## src/rtl/cpu_ctrl_pkg.sv

```systemverilog
// Shared encodings for the multicycle MIPS-subset control path: state codes,
// opcode/funct values, datapath select encodings and the Moore output decode.
package cpu_ctrl_pkg;

  typedef enum logic [4:0] {
    S_RESET_SP  = 5'd0,  S_FETCH   = 5'd1,  S_DECODE   = 5'd2,  S_R_EXEC = 5'd3,
    S_R_WB      = 5'd4,  S_ADDI_EXEC = 5'd5, S_I_WB    = 5'd6,  S_MEM_ADDR = 5'd7,
    S_LW_READ   = 5'd8,  S_LW_WB   = 5'd9,  S_SW_WRITE = 5'd10, S_BEQ    = 5'd11,
    S_J         = 5'd12, S_JAL     = 5'd13, S_JR       = 5'd14, S_EXC    = 5'd15,
    S_BREAK     = 5'd16
  } state_t;

  localparam logic [5:0] OP_RTYPE = 6'h00, OP_ADDI = 6'h08, OP_LW  = 6'h23,
                         OP_SW    = 6'h2B, OP_BEQ  = 6'h04, OP_J   = 6'h02,
                         OP_JAL   = 6'h03;
  localparam logic [5:0] FN_ADD = 6'h20, FN_SUB = 6'h22, FN_AND = 6'h24,
                         FN_JR  = 6'h08, FN_BREAK = 6'h0D;

  localparam logic [1:0] RD_R29 = 2'b00, RD_RT = 2'b01, RD_R31 = 2'b10, RD_RD = 2'b11;
  localparam logic [1:0] M2R_ALUOUT = 2'b00, M2R_MDR = 2'b01, M2R_PC = 2'b10, M2R_CONST = 2'b11;
  localparam logic [1:0] SRCB_B = 2'b00, SRCB_FOUR = 2'b01, SRCB_IMM = 2'b10, SRCB_IMM_SH = 2'b11;
  localparam logic [2:0] ALU_IDLE = 3'b000, ALU_ADD = 3'b001, ALU_SUB = 3'b010,
                         ALU_AND = 3'b011, ALU_PASSA = 3'b100;
  localparam logic [1:0] PCS_ALU = 2'b00, PCS_ALUOUT = 2'b01, PCS_JUMP = 2'b10, PCS_EXC = 2'b11;

  typedef struct packed {
    logic [1:0] reg_dst;
    logic [1:0] mem_to_reg;
    logic       alu_src_a;
    logic [1:0] alu_src_b;
    logic [2:0] alu_op;
    logic [1:0] pc_source;
    logic       pc_write;
    logic       pc_write_cond;
    logic       iord;
    logic       mem_wr;
    logic       ir_write;
    logic       mdr_write;
    logic       ab_write;
    logic       alu_out_write;
    logic       reg_write;
    logic       epc_write;
  } ctrl_t;

  function automatic logic [2:0] funct_alu_op(input logic [5:0] funct);
    case (funct)
      FN_SUB:  return ALU_SUB;
      FN_AND:  return ALU_AND;
      default: return ALU_ADD;
    endcase
  endfunction

  // last: final cycle of a held FETCH / LW_READ state.
  function automatic ctrl_t ctrl_decode(input state_t s, input logic last,
                                        input logic [5:0] funct);
    ctrl_t c;
    c = '0;
    c.alu_op = ALU_IDLE;
    case (s)
      S_RESET_SP: begin
        c.reg_dst = RD_R29; c.mem_to_reg = M2R_CONST; c.reg_write = 1'b1;
      end
      S_FETCH: begin
        c.alu_src_b = SRCB_FOUR; c.alu_op = ALU_ADD;
        c.ir_write = last; c.pc_write = last; c.pc_source = PCS_ALU;
      end
      S_DECODE: begin
        c.ab_write = 1'b1; c.alu_out_write = 1'b1;
        c.alu_src_b = SRCB_IMM_SH; c.alu_op = ALU_ADD;
      end
      S_R_EXEC: begin
        c.alu_src_a = 1'b1; c.alu_src_b = SRCB_B;
        c.alu_op = funct_alu_op(funct); c.alu_out_write = 1'b1;
      end
      S_R_WB:  begin c.reg_dst = RD_RD; c.mem_to_reg = M2R_ALUOUT; c.reg_write = 1'b1; end
      S_ADDI_EXEC, S_MEM_ADDR: begin
        c.alu_src_a = 1'b1; c.alu_src_b = SRCB_IMM;
        c.alu_op = ALU_ADD; c.alu_out_write = 1'b1;
      end
      S_I_WB:  begin c.reg_dst = RD_RT; c.mem_to_reg = M2R_ALUOUT; c.reg_write = 1'b1; end
      S_LW_READ: begin c.iord = 1'b1; c.mdr_write = last; end
      S_LW_WB: begin c.reg_dst = RD_RT; c.mem_to_reg = M2R_MDR; c.reg_write = 1'b1; end
      S_SW_WRITE: begin c.iord = 1'b1; c.mem_wr = 1'b1; end
      S_BEQ: begin
        c.alu_src_a = 1'b1; c.alu_src_b = SRCB_B; c.alu_op = ALU_SUB;
        c.pc_write_cond = 1'b1; c.pc_source = PCS_ALUOUT;
      end
      S_J:   begin c.pc_write = 1'b1; c.pc_source = PCS_JUMP; end
      // PC already holds PC+4 here, so reg 31 receives the return address.
      S_JAL: begin
        c.reg_dst = RD_R31; c.mem_to_reg = M2R_PC; c.reg_write = 1'b1;
        c.pc_write = 1'b1; c.pc_source = PCS_JUMP;
      end
      S_JR:  begin c.alu_src_a = 1'b1; c.alu_op = ALU_PASSA; c.pc_write = 1'b1; c.pc_source = PCS_ALU; end
      S_EXC: begin
        c.alu_src_b = SRCB_FOUR; c.alu_op = ALU_SUB; c.epc_write = 1'b1;
        c.pc_write = 1'b1; c.pc_source = PCS_EXC;
      end
      default: c = '0;
    endcase
    return c;
  endfunction

endpackage

```

## src/rtl/control_unit_if.sv

```systemverilog
// Control/datapath bundle: instruction fields and ALU flags in, selects and
// write enables out. master = control unit, slave = datapath side.
interface control_unit_if;
  logic [5:0] opcode;
  logic [5:0] funct;
  logic       Zero;
  logic       Overflow;
  logic [1:0] RegDstControl;
  logic [1:0] MemToReg;
  logic       ALUSrcA;
  logic [1:0] ALUSrcB;
  logic [2:0] ALUOp;
  logic [1:0] PCSource;
  logic       PCWrite, PCWriteCond, IorD, MemWR, IRWrite, MDRWrite;
  logic       ABWrite, ALUOutWrite, RegWrite, EPCWrite;
  logic       pc_load;

  // Branch resolution lives on the datapath side of the bundle.
  assign pc_load = PCWrite | (PCWriteCond & Zero);

  modport master (
    input  opcode, funct, Overflow,
    output RegDstControl, MemToReg, ALUSrcA, ALUSrcB, ALUOp, PCSource,
           PCWrite, PCWriteCond, IorD, MemWR, IRWrite, MDRWrite,
           ABWrite, ALUOutWrite, RegWrite, EPCWrite
  );

  modport slave (
    output opcode, funct, Zero, Overflow,
    input  RegDstControl, MemToReg, ALUSrcA, ALUSrcB, ALUOp, PCSource,
           PCWrite, PCWriteCond, IorD, MemWR, IRWrite, MDRWrite,
           ABWrite, ALUOutWrite, RegWrite, EPCWrite, pc_load
  );
endinterface

```

## src/rtl/mem_wait_counter.sv

```systemverilog
// Cycle counter for memory-held states; done marks the last held cycle.
module mem_wait_counter #(
  parameter int MEM_WAIT = 2
) (
  input  logic clk,
  input  logic rst,
  input  logic clear,
  input  logic enable,
  output logic done
);
  localparam logic [2:0] LAST = 3'(MEM_WAIT - 1);

  logic [2:0] cnt;

  always_ff @(posedge clk or posedge rst) begin
    if (rst)         cnt <= 3'd0;
    else if (clear)  cnt <= 3'd0;
    else if (enable) cnt <= cnt + 3'd1;
  end

  assign done = enable && (cnt == LAST);
endmodule

```

## src/rtl/control_unit.sv

```systemverilog
// Multicycle Moore control FSM: initialises $sp, fetches, decodes and drives
// every datapath select/enable, with overflow and undefined-op exceptions.
module control_unit
  import cpu_ctrl_pkg::*;
#(
  parameter int MEM_WAIT = 2
) (
  input  logic           clk,
  input  logic           reset,
  control_unit_if.master cu,
  output logic [4:0]     state_out
);
  state_t state;
  logic   run;
  logic   in_wait;
  logic   last;
  ctrl_t  c;

  assign in_wait = (state == S_FETCH) || (state == S_LW_READ);

  // Held at zero outside wait states, so each FETCH/LW_READ entry starts at 0.
  mem_wait_counter #(.MEM_WAIT(MEM_WAIT)) u_wait (
    .clk    (clk),
    .rst    (reset),
    .clear  (!in_wait || last),
    .enable (in_wait),
    .done   (last)
  );

  // run gates outputs off until the first edge after reset release, giving
  // RESET_SP exactly one active cycle.
  always_ff @(posedge clk or posedge reset) begin
    if (reset) begin
      state <= S_RESET_SP;
      run   <= 1'b0;
    end else if (!run) begin
      run <= 1'b1;
    end else begin
      case (state)
        S_RESET_SP:  state <= S_FETCH;
        S_FETCH:     if (last) state <= S_DECODE;
        S_DECODE: begin
          case (cu.opcode)
            OP_RTYPE: begin
              case (cu.funct)
                FN_ADD, FN_SUB, FN_AND: state <= S_R_EXEC;
                FN_JR:                  state <= S_JR;
                FN_BREAK:               state <= S_BREAK;
                default:                state <= S_EXC;
              endcase
            end
            OP_ADDI:      state <= S_ADDI_EXEC;
            OP_LW, OP_SW: state <= S_MEM_ADDR;
            OP_BEQ:       state <= S_BEQ;
            OP_J:         state <= S_J;
            OP_JAL:       state <= S_JAL;
            default:      state <= S_EXC;
          endcase
        end
        S_R_EXEC:    state <= (cu.Overflow && (cu.funct != FN_AND)) ? S_EXC : S_R_WB;
        S_ADDI_EXEC: state <= cu.Overflow ? S_EXC : S_I_WB;
        S_MEM_ADDR:  state <= (cu.opcode == OP_LW) ? S_LW_READ : S_SW_WRITE;
        S_LW_READ:   if (last) state <= S_LW_WB;
        S_BREAK:     state <= S_BREAK;
        default:     state <= S_FETCH;
      endcase
    end
  end

  always_comb begin
    c = '0;
    if (run) c = ctrl_decode(state, last, cu.funct);
  end

  assign cu.RegDstControl = c.reg_dst;
  assign cu.MemToReg      = c.mem_to_reg;
  assign cu.ALUSrcA       = c.alu_src_a;
  assign cu.ALUSrcB       = c.alu_src_b;
  assign cu.ALUOp         = c.alu_op;
  assign cu.PCSource      = c.pc_source;
  assign cu.PCWrite       = c.pc_write;
  assign cu.PCWriteCond   = c.pc_write_cond;
  assign cu.IorD          = c.iord;
  assign cu.MemWR         = c.mem_wr;
  assign cu.IRWrite       = c.ir_write;
  assign cu.MDRWrite      = c.mdr_write;
  assign cu.ABWrite       = c.ab_write;
  assign cu.ALUOutWrite   = c.alu_out_write;
  assign cu.RegWrite      = c.reg_write;
  assign cu.EPCWrite      = c.epc_write;
  assign state_out        = state;
endmodule

```

## src/flat_wrapper.sv

```systemverilog
// flat-port wrapper written by rule: the top's interface ports become plain ports
module control_unit_flat import cpu_ctrl_pkg::*;
#(
  parameter int MEM_WAIT = 2
)
  (clk, reset, state_out, cu_opcode, cu_funct, cu_Overflow, cu_RegDstControl, cu_MemToReg, cu_ALUSrcA, cu_ALUSrcB, cu_ALUOp, cu_PCSource, cu_PCWrite, cu_PCWriteCond, cu_IorD, cu_MemWR, cu_IRWrite, cu_MDRWrite, cu_ABWrite, cu_ALUOutWrite, cu_RegWrite, cu_EPCWrite);
  control_unit_if cu_i ();
  input  logic clk;
  input  logic reset;
  output logic [4:0] state_out;
  input wire logic [$bits(cu_i.opcode)-1:0] cu_opcode;
  input wire logic [$bits(cu_i.funct)-1:0] cu_funct;
  input wire logic [$bits(cu_i.Overflow)-1:0] cu_Overflow;
  output wire logic [$bits(cu_i.RegDstControl)-1:0] cu_RegDstControl;
  output wire logic [$bits(cu_i.MemToReg)-1:0] cu_MemToReg;
  output wire logic [$bits(cu_i.ALUSrcA)-1:0] cu_ALUSrcA;
  output wire logic [$bits(cu_i.ALUSrcB)-1:0] cu_ALUSrcB;
  output wire logic [$bits(cu_i.ALUOp)-1:0] cu_ALUOp;
  output wire logic [$bits(cu_i.PCSource)-1:0] cu_PCSource;
  output wire logic [$bits(cu_i.PCWrite)-1:0] cu_PCWrite;
  output wire logic [$bits(cu_i.PCWriteCond)-1:0] cu_PCWriteCond;
  output wire logic [$bits(cu_i.IorD)-1:0] cu_IorD;
  output wire logic [$bits(cu_i.MemWR)-1:0] cu_MemWR;
  output wire logic [$bits(cu_i.IRWrite)-1:0] cu_IRWrite;
  output wire logic [$bits(cu_i.MDRWrite)-1:0] cu_MDRWrite;
  output wire logic [$bits(cu_i.ABWrite)-1:0] cu_ABWrite;
  output wire logic [$bits(cu_i.ALUOutWrite)-1:0] cu_ALUOutWrite;
  output wire logic [$bits(cu_i.RegWrite)-1:0] cu_RegWrite;
  output wire logic [$bits(cu_i.EPCWrite)-1:0] cu_EPCWrite;
  assign cu_i.opcode = cu_opcode;
  assign cu_i.funct = cu_funct;
  assign cu_i.Overflow = cu_Overflow;
  assign cu_RegDstControl = cu_i.RegDstControl;
  assign cu_MemToReg = cu_i.MemToReg;
  assign cu_ALUSrcA = cu_i.ALUSrcA;
  assign cu_ALUSrcB = cu_i.ALUSrcB;
  assign cu_ALUOp = cu_i.ALUOp;
  assign cu_PCSource = cu_i.PCSource;
  assign cu_PCWrite = cu_i.PCWrite;
  assign cu_PCWriteCond = cu_i.PCWriteCond;
  assign cu_IorD = cu_i.IorD;
  assign cu_MemWR = cu_i.MemWR;
  assign cu_IRWrite = cu_i.IRWrite;
  assign cu_MDRWrite = cu_i.MDRWrite;
  assign cu_ABWrite = cu_i.ABWrite;
  assign cu_ALUOutWrite = cu_i.ALUOutWrite;
  assign cu_RegWrite = cu_i.RegWrite;
  assign cu_EPCWrite = cu_i.EPCWrite;
  control_unit #(.MEM_WAIT(MEM_WAIT)) u_core (.clk(clk), .reset(reset), .cu(cu_i), .state_out(state_out));
endmodule
```

## config.mk

```make
export PLATFORM = sky130hd
export DESIGN_NAME = control_unit_flat
export DESIGN_NICKNAME = d
export VERILOG_FILES = /design/src/rtl/cpu_ctrl_pkg.sv /design/src/rtl/control_unit_if.sv /design/src/rtl/mem_wait_counter.sv /design/src/rtl/control_unit.sv /design/src/flat_wrapper.sv
export SDC_FILE = /design/constraint.sdc
export NUM_CORES = 1
export LEC_CHECK = 0
export BUFFER_PORTS_ARGS = -buffer_cell sky130_fd_sc_hd__buf_4
export CORE_UTILIZATION = 44
export DETAILED_ROUTE_END_ITERATION = 10
export GPL_TIMING_DRIVEN = 0
export PLACE_DENSITY = 0.76
export SLEW_MARGIN = 20
export SYNTH_ARGS = -nofsm -noshare
export SYNTH_HDL_FRONTEND = slang
export SYNTH_HIERARCHICAL = 1
export SYNTH_SLANG_ARGS = --single-unit
```

## constraint.sdc

```tcl
create_clock -name clk -period 1.75 [get_ports clk]
set_input_delay 0.35 -clock clk [delete_from_list [all_inputs] [get_ports clk]]
set_output_delay 0.35 -clock clk [all_outputs]
set_load 0.05 [all_outputs]
```

==> results of run 1 <==
[synth_stat cells (3+ instances only)]
cell type / number / area [sq um]
o21ai_0: 6 / 30.03
dfrtp_1: 9 / 225.2
nand3_1: 4 / 20.02
o21ai_1: 3 / 15.01
nor3_1: 8 / 40.04
nand4_1: 4 / 25.02
inv_1: 8 / 30.03
nor2_1: 16 / 60.06
a211oi_1: 3 / 22.52
nand2b_1: 4 / 25.02
and2_1: 3 / 18.77
a21oi_1: 9 / 45.04
nand2_1: 18 / 67.56
[metrics by stage]
step | setup WS [ns] | instance area [sq um] | hold slack (ns) | util (%) | setup TNS [ns]
after detailed placement | -0.3628 | 1747 | 0.2372 | 76.75 | -3.574
after global placement | -0.3378 | 1747 | 0.2324 | 76.75 | -3.198
after floorplan | -0.3934 | 1404 | 0.1036 | - | -4.745
[kinds of logic after synthesis]
logic type / synth area share [%]
xor+xnor: 3.212
compound gates: 25.81
flops: 20.64
fa+ha+maj: 2.293
other cells: 0.3437
simple gates: 39.68
buf+inv: 7.110
mux: 0.9175
==> summary.md, run 1 <==
| Metric | Value |
|---|---|
| Result of the run | did not finish |
| Fail Step | 4_1_cts |
| Err | [ERROR DPL-0038] Utilization greater than 100%, impossible to legalize |
| Starting utilization of the core area | a little under half |
| Number of buffers added by the clock tree synthesis step | 3 |
| Dpl cells | about 220 |
| Async set-reset flop share out of synthesis | 100.0% |
| Post-CTS setup buffer count | 36 |
| Core Rows | 17 |
| HPWL after detailed placement | approximately 2700 um |
| Horizontal die dimension | between 50 and 60 um |
| Total clock sinks | 9 |
| Depth of the CTS H-tree | 1 |
| Number of buffers between clock root and the deepest sink | 2 |
| Number of synthesized flops with an enable pin | 0 |
| Area of the mapped netlist | 1091 sq um |
| Share of synthesized area occupied by flip-flops and latches | 20.64% |
| Count of synthesis-stage warnings from yosys | 6 |
| Cell variety after synth | 54 |
| Post-cts resize count | slightly below 70 |
| Final GP Congestion | between 0.8 and 0.9 |
| Net count of the mapped netlist | about 170 |
| Most instantiated flip-flop cell in the synthesis netlist | dfrtp_1 |
| Height of the die | approximately 52 um |
| Clock root buffer | clkbuf_4 |
| Port Buffers | just over 40 |
| Synthesized area divided by synthesized cell count | between 7 and 8 sq um |
| I/O pin count | 42 |
| Cell count after synthesis | about 150 |
| Number of hold buffers added after CTS | 1 |
| Flip-flop and latch count after synthesis | 9 |
==> run 2, diff against run 1 <==
Settings changed: CORE_AREA from default to 2 2 63 65, CORE_UTILIZATION 44 to default, DIE_AREA from default to 0 0 65 67, PLACE_DENSITY 0.76 to default, PLACE_DENSITY_LB_ADDON from default to 0.15.
Clock period 1.75 ns to 2.3 ns, I/O delays scaled along.
==> run 2 against run 1 <==
Net effect:
- area after synthesis is the same
- synthesized cell count is the same
- the run now ends clean
==> summary.md, run 2 <==
| Metric | Value |
|---|---|
| Fill count | 350 |
| Total congestion overflow after global routing | 0 |
| Routed vias | 1339 |
| Number of synthesized flops with an enable pin | 0 (unchanged) |
| Register clock-pin slew on the reported worst setup and hold paths | ~0.040 ns |
| Async set-reset flop share out of synthesis | 100.0% (unchanged) |
| Synth top cells by count | nand2_1 (18), nor2_1 (16), a21oi_1 (9), dfrtp_1 (9) |
| Post-placement cell area | 1584 sq um (-9.3%) |
| Diodes inserted | 0 |
| Cells taking the most area after synthesis | dfrtp_1 (21%), nand2_1 (6.2%), nor2_1 (5.5%) |
| Detailed router's first-iteration violation count | 50 |
| Area of the mapped netlist | 1091 sq um (unchanged) |
| Switching Share | between 50 and 60% |
| Antenna Violating Nets Remaining | 0 |
| Starting utilization of the core area | 30.26% (-18 points) |
| Flip-flop and latch count after synthesis | 9 (unchanged) |
| CORE AREA | ~3600 sq um |
| Most used cells in the layout excluding fill and tap cells | buf_4 (49), nand2_1 (15), nor2_1 (10) |
| Worst r2r path cells | 9 |
| Fraction of final layout cells sized beyond drive strength 1 | 54.19% |
| Fin Setup TNS | 0 ns |
| Required time at the worst-slack endpoint | around 1.8 ns |
| Cell family contributing the most delay on the critical path | simple AND/OR/NAND/NOR gates |
| Highest clock frequency the design can meet | around 0.45 GHz |
| Parity-gate share of the synthesized area counting xor and xnor cells | 3.211% (unchanged) |
| Simple logic cell fraction of the synthesized area | 39.68% (unchanged) |
| Largest voltage drop on the vdd net | 0.0007148 V |
| Net count of the mapped netlist | 166 (unchanged) |
| Number of global-route vias before repair | about 1300 |
| First-pass GRT wire length | 6044 um |
| Largest net degree at the start of global routing | 11 |
| Most frequent cell after synthesis | nand2_1 |
| Share of synthesized area occupied by flip-flops and latches | 20.64% (unchanged) |
| Dominant combinational cell family by area after synthesis | simple AND/OR/NAND/NOR gates |
| Cell variety after synth | 54 (unchanged) |
| Share of total power in combinational logic | 80.3% |
| Fraction of the cycle the final worst path needs | 97.57% |
| Crit path depth | 8 |
| Clock period minus worst slack | 2.244 ns |
| Worst EP arrival | between 1.5 and 2 ns |
| Wire length on met2 | 1738 um |
| Flip-flop count of the largest register, all copies and words added | 5 |
| Clock Skews | about 0.0036 ns |
| CP Launch Type | register |
| Critical path buffers and inverters | 1 |
| Clock network latency to the later pin of the worst-skew pair | 0.23 ns |
| Most frequent cell on the critical path | nand2_4 |
| Port Buffers | 41 (unchanged) |
| Setup repair after global routing missed its margin | true |
| Total clock sinks | 9 (unchanged) |
| GRT Total Usage | between 15 and 20% |
| Number of buffers between clock root and the deepest sink | 2 (unchanged) |
| WL/cell | ~14 um |
| Hold Vio Cnt, Final | 0 |
| Max-Slew Margin vs Limit | roughly 66% |
| Routed length on met1 | around 1600 um |
| Reg power frac | 11.8% |
| DR pass1 iterations | 4 |
| Largest area contributor in the netlist | dfrtp_1 |
| Residual DRC count | 0 |
| Top layer reached by signal wires | met4 |
| Routed WL | ~3600 um |
| Final Max Slew Viols | 0 |
| Ratio of routed vias to standard cells | about 5.3 |
| Area fraction in compound gates after synthesis | 25.80% (unchanged) |
| Cell count after synthesis | 149 (unchanged) |
| I/O pin count | 42 (unchanged) |
| Final std cell area, no fill | roughly 1800 sq um |
| Horizontal die dimension | 65 um (+25%) |
| Core Rows | 22 (+5) |
| Crit path capture type | primary output |
| Area of the die | between 4000 and 5000 sq um |
| Critical Path Slowest Stage Cell | dfrtp_2 |
| Maximum fanout along the worst path | 7 |
| Layout net count | around 220 |
| Most common library cell in the layout ignoring fill and taps | buf_4 |
| Final Setup Violations | 0 |
| Largest stage delay, worst path | 0.46 ns |
| Max capacitance violation total | 0 |
| Class of the tightest hold or removal check | in2async |
| Result of the run | completed |
| Yosys top cell area share | 20.64% (unchanged) |
| Switching power of the nets | roughly 1.3 mW |
| Synth-to-layout area growth | 64.33% |
| Worst-Margin Slew | approximately 0.50 ns |
| Wire length on met3 | approximately 170 um |
| Static leakage | approximately 0.75 nW |
| Depth of the CTS H-tree | 1 (unchanged) |
| Height of the die | 67 um (+29%) |
| CTS tree | built |
| Synth Area in Adders | 2.294% (unchanged) |
| Final-layout worst hold slack | roughly 0.10 ns |
| Final GP Congestion | 0.8576 (-1.7%) |
| Critical path class | reg2out |
| Critical-path cell list | nand2b_4 -> nand2_4 -> and2_4 -> nand2_4 -> nor2_4 -> nand3_4 -> o21ai_4 -> buf_6 |
| Fraction of power consumed by the clock network | 7.9% |
| Fraction of synthesized area in multiplexers | 0.9174% (unchanged) |
| Internal power | between 1 and 1.5 mW |
| Final standard cell utilization of the core | a little under 50% |
| Clock root buffer | clkbuf_8 |
| Power density relative to cell area | 1265 nW/um^2 |
| Number of hold buffers added after CTS | 0 (-1) |
| Number of buffers added by the clock tree synthesis step | 3 (unchanged) |
| HPWL after detailed placement | 2726 um (-0.72%) |
| Synthesized area divided by synthesized cell count | 7.322 sq um (unchanged) |
| Antenna violations before repair | 0 |
| Count of synthesis-stage warnings from yosys | 6 (unchanged) |
| Most instantiated flip-flop cell in the synthesis netlist | dfrtp_1 |
==> run 2: cell counts after synthesis <==
Identical to the previous run, type by type.
==> run 2: cells by family after synthesis <==
kind of cell             count (synthesis)
AO/OA/AOI/OAI                           38
buffers and inverters                   16
XOR/XNOR                                 4
other                                    1
multiplexers                             1
adder cells (fa/ha/maj)                  2
AND/OR/NAND/NOR                         78
flip-flops                               9
==> run 2: cell type report <==
type | instances | area [sq um] | area share [%]
Timing Repair Buffer | 50 | 394.1 | 21.98
Tap cell | 48 | 60.06 | 3.350
Multi-Input combinational cell | 124 | 964.7 | 53.80
Buffer | 8 | 60.06 | 3.350
Inverter | 8 | 36.28 | 2.024
Clock buffer | 3 | 41.29 | 2.303
Clock inverter | 1 | 5.005 | 0.2791
Sequential cell | 9 | 231.5 | 12.91
==> run 2: repair_timing <==
action                                  CTS  global route
gates resized for setup                  18            10
pin swaps                                 6             2
endpoints found under the setup margin    8             8
buffers inserted                          5             4
==> run 2: power by group through the flow <==
| stage | clock [mW] | sequential (mW) | combinational (mW) |
|---|---|---|---|
| finish | 0.180 | 0.267 | 1.82 |
| global route | 0.198 | 0.275 | 1.95 |
| CTS | 0.188 | 0.271 | 1.72 |
| detailed placement | 0 | 0.276 | 1.54 |
| global placement | 0 | 0.272 | 1.53 |
| floorplan | 0 | 0.361 | 1.08 |
==> run 2: metrics by stage <==
stage | power [mW] | setup slack, ns | std cells
after global placement | 1.804 | -0.06884 | 238
final | 2.267 | 0.05592 | 251
after CTS | 2.178 | -0.01007 | 247
after detailed placement | 1.818 | -0.08827 | 238
after floorplan | 1.446 | -0.1945 | 149
after global routing | 2.422 | -0.03074 | 251
==> run 2: per-layer routing <==
metal  vias up  global-route usage [%]
met2        48                   30.80
li1        641                       -
met1       644                   22.76
met3         6                   1.689
met5         -                       0
met4         0                   5.319
==> run 2: path summary, 6_finish.rpt <==
path                                      start                    to  slack, ns
max                         u_core/state_out[0]            cu_PCWrite       0.06
min                                       reset  u_core/u_wait/cnt[1]       0.10
max reg2reg                 u_core/state_out[3]  u_core/u_wait/cnt[1]       0.35
min reg2reg                u_core/u_wait/cnt[0]  u_core/u_wait/cnt[0]       0.59
max in group asynchronous                 reset   u_core/state_out[4]       1.97
min in group clk           u_core/u_wait/cnt[0]  u_core/u_wait/cnt[0]       0.59
Note: power is estimated with default switching activity, not from simulation.
